<file path="config.mk">
export PLATFORM = sky130hd
export DESIGN_NAME = irq_accept_flat
export DESIGN_NICKNAME = d
export VERILOG_FILES = /design/src/rtl/irq_accept_if.sv /design/src/rtl/irq_accept.sv /design/src/flat_wrapper.sv
export SDC_FILE = /design/constraint.sdc
export NUM_CORES = 1
export LEC_CHECK = 0
export ABC_AREA = 1
export BUFFER_PORTS_ARGS = -buffer_cell sky130_fd_sc_hd__buf_2
export CORE_UTILIZATION = 44
export CTS_CLUSTER_DIAMETER = 150
export DETAILED_ROUTE_END_ITERATION = 8
export PLACE_DENSITY = 0.9
export SLEW_MARGIN = 10
export SYNTH_ARGS = -nofsm -noshare
export SYNTH_HDL_FRONTEND = slang
export SYNTH_SLANG_ARGS = --single-unit
</file>
<file path="constraint.sdc">
create_clock -name clk_sys -period 2.1 [get_ports clk_sys]
set_input_delay 0.42 -clock clk_sys [delete_from_list [all_inputs] [get_ports clk_sys]]
set_output_delay 0.42 -clock clk_sys [all_outputs]
set_load 0.01 [all_outputs]
</file>
<file path="src/rtl/irq_accept_if.sv">
// Bus between the interrupt acceptance sequencer, the per-line request cells and the CPU.
// Cells drive sz_/rp and consume ckrp/zerrz_; the CPU drives ien/ack and consumes irq/num.
interface irq_accept_if #(
  parameter int N = 32,
  parameter int W = 5
);
  logic [N-1:0] sz_;
  logic [N-1:0] rp;
  logic         ien;
  logic         ack;
  logic         ckrp;
  logic [N-1:0] zerrz_;
  logic         irq;
  logic [W-1:0] num;
  logic         busy;
  logic [2:0]   dbg_state;

  // Handshake: irq is held high until the CPU raises ack; ack is a level that the CPU
  // keeps high until it sees irq drop, and a new request is never raised while ack is high.
  modport slave (
    input  sz_, rp, ien, ack,
    output ckrp, zerrz_, irq, num, busy, dbg_state
  );

  modport master (
    output sz_, rp, ien, ack,
    input  ckrp, zerrz_, irq, num, busy, dbg_state
  );
endinterface

</file>
<file path="src/rtl/irq_accept.sv">
// Interrupt acceptance sequencer: strobes the cells' service registers, presents the
// highest-priority latched line to the CPU, and clears that line once it is acknowledged.
module irq_accept #(
  parameter int N = 32,
  parameter int W = 5
) (
  input  logic          clk_sys,
  input  logic          clm_,
  irq_accept_if.slave   bus
);

  typedef enum logic [2:0] {
    IDLE     = 3'd0,
    STROBE   = 3'd1,
    SELECT   = 3'd2,
    REQ      = 3'd3,
    CLEAR    = 3'd4,
    RESTROBE = 3'd5,
    RELEASE  = 3'd6
  } state_e;

  state_e         state_q, state_d;
  logic           ckrp_q, ckrp_d;
  logic           irq_q, irq_d;
  logic           busy_q, busy_d;
  logic [N-1:0]   zerrz_q, zerrz_d;
  logic [W-1:0]   num_q, num_d;
  logic [W-1:0]   sel;
  logic           found;

  // Fixed priority: scanning downwards lets the lowest set index overwrite last.
  always_comb begin
    found = 1'b0;
    sel   = '0;
    for (int i = N - 1; i >= 0; i--) begin
      if (bus.rp[i]) begin
        found = 1'b1;
        sel   = W'(i);
      end
    end
  end

  always_comb begin
    state_d = state_q;
    num_d   = num_q;
    unique case (state_q)
      IDLE:     if (bus.ien && !(&bus.sz_)) state_d = STROBE;
      STROBE:   state_d = SELECT;
      SELECT: begin
        if (found) begin
          state_d = REQ;
          num_d   = sel;
        end else begin
          state_d = IDLE;
        end
      end
      // ack takes precedence over a simultaneous drop of ien.
      REQ: begin
        if (bus.ack)       state_d = CLEAR;
        else if (!bus.ien) state_d = IDLE;
      end
      CLEAR:    state_d = RESTROBE;
      RESTROBE: state_d = RELEASE;
      RELEASE:  if (!bus.ack) state_d = IDLE;
      default:  state_d = IDLE;
    endcase

    // Outputs are decoded from the next state so they are registered alongside it.
    ckrp_d  = (state_d == STROBE) || (state_d == RESTROBE);
    irq_d   = (state_d == REQ) || (state_d == CLEAR) || (state_d == RESTROBE);
    busy_d  = (state_d != IDLE);
    zerrz_d = '1;
    if (state_d == CLEAR) zerrz_d[num_q] = 1'b0;
  end

  always_ff @(posedge clk_sys or negedge clm_) begin
    if (!clm_) begin
      state_q <= IDLE;
      ckrp_q  <= 1'b0;
      irq_q   <= 1'b0;
      busy_q  <= 1'b0;
      zerrz_q <= '1;
      num_q   <= '0;
    end else begin
      state_q <= state_d;
      ckrp_q  <= ckrp_d;
      irq_q   <= irq_d;
      busy_q  <= busy_d;
      zerrz_q <= zerrz_d;
      num_q   <= num_d;
    end
  end

  assign bus.ckrp      = ckrp_q;
  assign bus.irq       = irq_q;
  assign bus.busy      = busy_q;
  assign bus.zerrz_    = zerrz_q;
  assign bus.num       = num_q;
  assign bus.dbg_state = state_q;

endmodule
</file>
<file path="src/flat_wrapper.sv">
// flat-port wrapper written by rule: the top's interface ports become plain ports
module irq_accept_flat 
#(
  parameter int N = 32,
  parameter int W = 5
)
  (clk_sys, clm_, bus_sz_, bus_rp, bus_ien, bus_ack, bus_ckrp, bus_zerrz_, bus_irq, bus_num, bus_busy, bus_dbg_state);
  irq_accept_if #(.N(N), .W(W)) bus_i ();
  input  logic clk_sys;
  input  logic clm_;
  input wire logic [$bits(bus_i.sz_)-1:0] bus_sz_;
  input wire logic [$bits(bus_i.rp)-1:0] bus_rp;
  input wire logic [$bits(bus_i.ien)-1:0] bus_ien;
  input wire logic [$bits(bus_i.ack)-1:0] bus_ack;
  output wire logic [$bits(bus_i.ckrp)-1:0] bus_ckrp;
  output wire logic [$bits(bus_i.zerrz_)-1:0] bus_zerrz_;
  output wire logic [$bits(bus_i.irq)-1:0] bus_irq;
  output wire logic [$bits(bus_i.num)-1:0] bus_num;
  output wire logic [$bits(bus_i.busy)-1:0] bus_busy;
  output wire logic [$bits(bus_i.dbg_state)-1:0] bus_dbg_state;
  assign bus_i.sz_ = bus_sz_;
  assign bus_i.rp = bus_rp;
  assign bus_i.ien = bus_ien;
  assign bus_i.ack = bus_ack;
  assign bus_ckrp = bus_i.ckrp;
  assign bus_zerrz_ = bus_i.zerrz_;
  assign bus_irq = bus_i.irq;
  assign bus_num = bus_i.num;
  assign bus_busy = bus_i.busy;
  assign bus_dbg_state = bus_i.dbg_state;
  irq_accept #(.N(N), .W(W)) u_core (.clk_sys(clk_sys), .clm_(clm_), .bus(bus_i));
endmodule
</file>
==> results_dict.tcl <==
set metrics [dict create \
    cts_hold_buf 0 \
    rows 24 \
    cts.sink_count 43 \
    cts_root_buf "clkbuf_8" \
    crit_path_start_kind "primary input" \
    synth-main-ff-cell "dfstp_2" \
    tritoncts "yes" \
    die_height_um 70.21 \
    yosys_warnings 0 \
    crit_top_cell "nand2_1" \
    overflow 0 \
    syn-instance-count 255 \
    cp_slowest_cell "nor4_1" \
    drive_gt1_frac 0.4436 \
    slew_viol_final 0 \
    crit_end "u_core.bus.irq$_DFF_PN0_" \
    worstMarginPinSlew_ns 0.8301 \
    post_cts_resized 0 \
    finalSetupViolCount 0 \
    ff2ff_setup_slack_ns 0.34 \
    reg2reg_to "u_core.bus.num[2]$_DFFE_PN0P_" \
    ys_ff_latch 43 \
    grt_pass1_wl_um 7693 \
    dr_wl_met3_um 283 \
    top_layer "met4" \
    final_area_mm2 0.002834 \
    async_flop_share 1.000 \
    yosysSeqAreaShare 0.5452 \
    clk_pin_slew_ns 0.07 \
    preCtsSetupSlack_ns -0.1380 \
    nets 448 \
    globalplace.congestion 0.8550 \
    clk_latency_ns 0.29 \
    status "finished, final reports clean" \
    drt-total-wl_um 4458 \
    htree_levels 2 \
    n_antenna_cell 0 \
    seq_area_mm2 0.001116 \
    cp.arrival_ns 2.08 \
    track_usage 0.1945 \
    cts_buffers 5 \
    min_period_over_period 0.9119 \
    placed_cell_area_mm2 0.002723 \
    p_int_mw 1.503 \
    seqPwrFrac 0.440 \
    power_frac_clock 0.206 \
    wl_per_cell_um 10.30 \
    pwr-share-comb 0.353 \
    fin_skew_ns 0.003702 \
    crit_path_max_fanout 6 \
    worst-endpoint-required_ns 2.26 \
    die_w_um 70.21 \
    setup_ws_ns 0.1850 \
    crit_chain "buf_2, nor2_1, nand3_1, nor4_1, buf_4, nand2_1, nand2_1, nand2_2, buf_4, nor4_1, inv_1, nand2_1, nand3_1" \
    hold_viol 0 \
    ys_types 25 \
    rsz0062_at_grt "true" \
    synth_area_mm2 0.002047 \
    drt_iter0_drc 117 \
    syn_area_per_cell_um2 8.027 \
    ioPinCount 111 \
    viasPerCell 4.598 \
    num_vias 1991 \
    ant_nets 0 \
    syn_nets 323 \
    total_power_mw 2.352 \
    dr.pass1.iters 4 \
    cts_max_path_buffers 2 \
    cts_setup_buffers 0 \
    place_hpwl_um 3643 \
    synth-edff-count 0 \
    worstSetupEndpointType "flip-flop" \
    leakagePower_nw 1.454 \
    p_switching_mw 0.8486 \
    fmaxAchievable_mhz 522.2 \
    slew_headroom 0.4466 \
    grt_antenna_before_repair 0 \
    irDropWorstVdd_uv 321.7 \
    multiInputGateArea_um2 733.2 \
    syn2layout_area_growth_pct 38.45 \
    power_density_mw_per_mm2 829.8 \
    wl_met2_um 2283 \
    drc 0 \
    die-area_mm2 0.004929 \
    nFillCells 383 \
    cp_slowest_stage_delay_ns 0.29 \
    period_minus_slack_ns 1.915 \
    drv_cap 0 \
    coreArea_mm2 0.004414 \
    hold_class "primary input to asynchronous set/reset pin" \
    start_util 0.4637 \
    wl_met1_um 1849 \
    ff2ff_path_depth 9 \
    p_sw_frac 0.3609 \
    grt_start_max_net_pins 44 \
    critPathKind "primary input to flip-flop" \
    r2r-start "u_core.bus.dbg_state[1]$_DFF_PN0_" \
    crit_start "bus_rp[7]" \
    grt_pass1_vias 1892 \
    port_buffers 110 \
]
## Yosys cell counts, types with 2 or more instances
| master | n | area (um2) |
|---|---|---|
| nand2_2 | 2 | 12.51 |
| a21oi_1 | 3 | 15.01 |
| nor3_1 | 6 | 30.03 |
| nand2_1 | 86 | 322.8 |
| inv_1 | 53 | 198.9 |
| nand3_1 | 7 | 35.03 |
| nand4_1 | 9 | 56.30 |
| o21ai_0 | 3 | 15.01 |
| dfrtp_1 | 11 | 275.3 |
| nor4_1 | 5 | 31.28 |
| dfstp_2 | 32 | 840.8 |
| nor2_1 | 25 | 93.84 |
## power by group through the flow
| stage | Combinational [mW] | Sequential, mW | Clock (mW) |
|---|---|---|---|
| after floorplan | 0.438 | 1.08 | 0 |
| after global placement | 0.806 | 1.04 | 0 |
| after detailed placement | 0.830 | 1.05 | 0 |
| after CTS | 0.836 | 1.04 | 0.499 |
| after global routing | 0.939 | 1.05 | 0.534 |
| final | 0.831 | 1.04 | 0.485 |
## worst min-delay path by stage
| stage | startpoint | slack (ns) | to | cells after the start |
|---|---|---|---|---|
| floorplan | clm_ | 0.12 | u_core.bus.busy$_DFF_PN0_ | 0 |
| global placement | clm_ | 0.56 | u_core.bus.irq$_DFF_PN0_ | 1 |
| detailed placement | clm_ | 0.57 | u_core.bus.irq$_DFF_PN0_ | 1 |
| CTS | clm_ | 0.26 | u_core.bus.busy$_DFF_PN0_ | 1 |
| global route | clm_ | 0.31 | u_core.bus.irq$_DFF_PN0_ | 1 |
| finish | clm_ | 0.23 | u_core.bus.busy$_DFF_PN0_ | 1 |
## layer usage
metal,vias to the layer above,global-route usage
met5,-,0
met4,0,0.04667
met3,6,0.05195
met2,78,0.3515
met1,871,0.2284
li1,1036,-
## cell families (layout without fill, tap and decap cells)
kind of cell           count (synthesis)  after routing  synth area share
and+or+nand+nor                      144            144            0.3081
AOI/OAI and AO/OA                     14             14           0.04768
buffers and inverters                 54            180           0.09902
DFF                                   43             43            0.5452
## sequential cells by signal (all words and copies together), names as in the netlist
register / flops
u_core.bus.zerrz_: 32
u_core.bus.ckrp: 1
u_core.bus.busy: 1
u_core.bus.num: 5
u_core.bus.irq: 1
u_core.bus.dbg_state: 3
## worst max-delay path, delay by kind of cell
kind / cells / cell delay [ns]
buffers and inverters: 4 / 0.57
and+or+nand+nor: 9 / 1.11
## placed cells by master (no fill, tap or decap), drive strengths merged
| master | instances |
|---|---|
| nor4 | 6 |
| nand3 | 7 |
| dfrtp | 11 |
| nor3 | 7 |
| dfstp | 32 |
| nand2 | 88 |
| a211oi | 1 |
| clkbuf | 6 |
| o32ai | 1 |
| buf | 118 |
| a21oi | 3 |
| or4 | 1 |
| o21ai | 3 |
| o22ai | 1 |
| nor2 | 26 |
| nand4 | 9 |
| o311ai | 1 |
| clkinvlp | 1 |
| clkinv | 1 |
| inv | 54 |
| o31ai | 2 |
| o21bai | 1 |
| a311oi | 1 |
## area by class of cell
class                           instances  share of cell area
Clock buffer                            6             0.02561
Timing Repair Buffer                  118              0.2221
Tap cell                               52             0.02296
Inverter                               54             0.07241
Clock inverter                          2            0.004415
Sequential cell                        43              0.3938
Multi-Input combinational cell        158              0.2587
## per-stage QoR
| step | hold WS, ns | TNS, ns | cells | util |
|---|---|---|---|---|
| 3_3_place_gp | 0.5620 | -0.2422 | 425 | 0.6168 |
| 2_1_floorplan | 0.1244 | 0 | 255 | - |
| 3_5_place_dp | 0.5664 | -0.3457 | 425 | 0.6168 |
| 6_report | 0.2323 | 0 | 433 | 0.6420 |
| 4_1_cts | 0.2560 | 0 | 433 | 0.6361 |
| 5_1_grt | 0.3107 | -0.05043 | 433 | 0.6420 |
(Power assumes the default switching activity.)
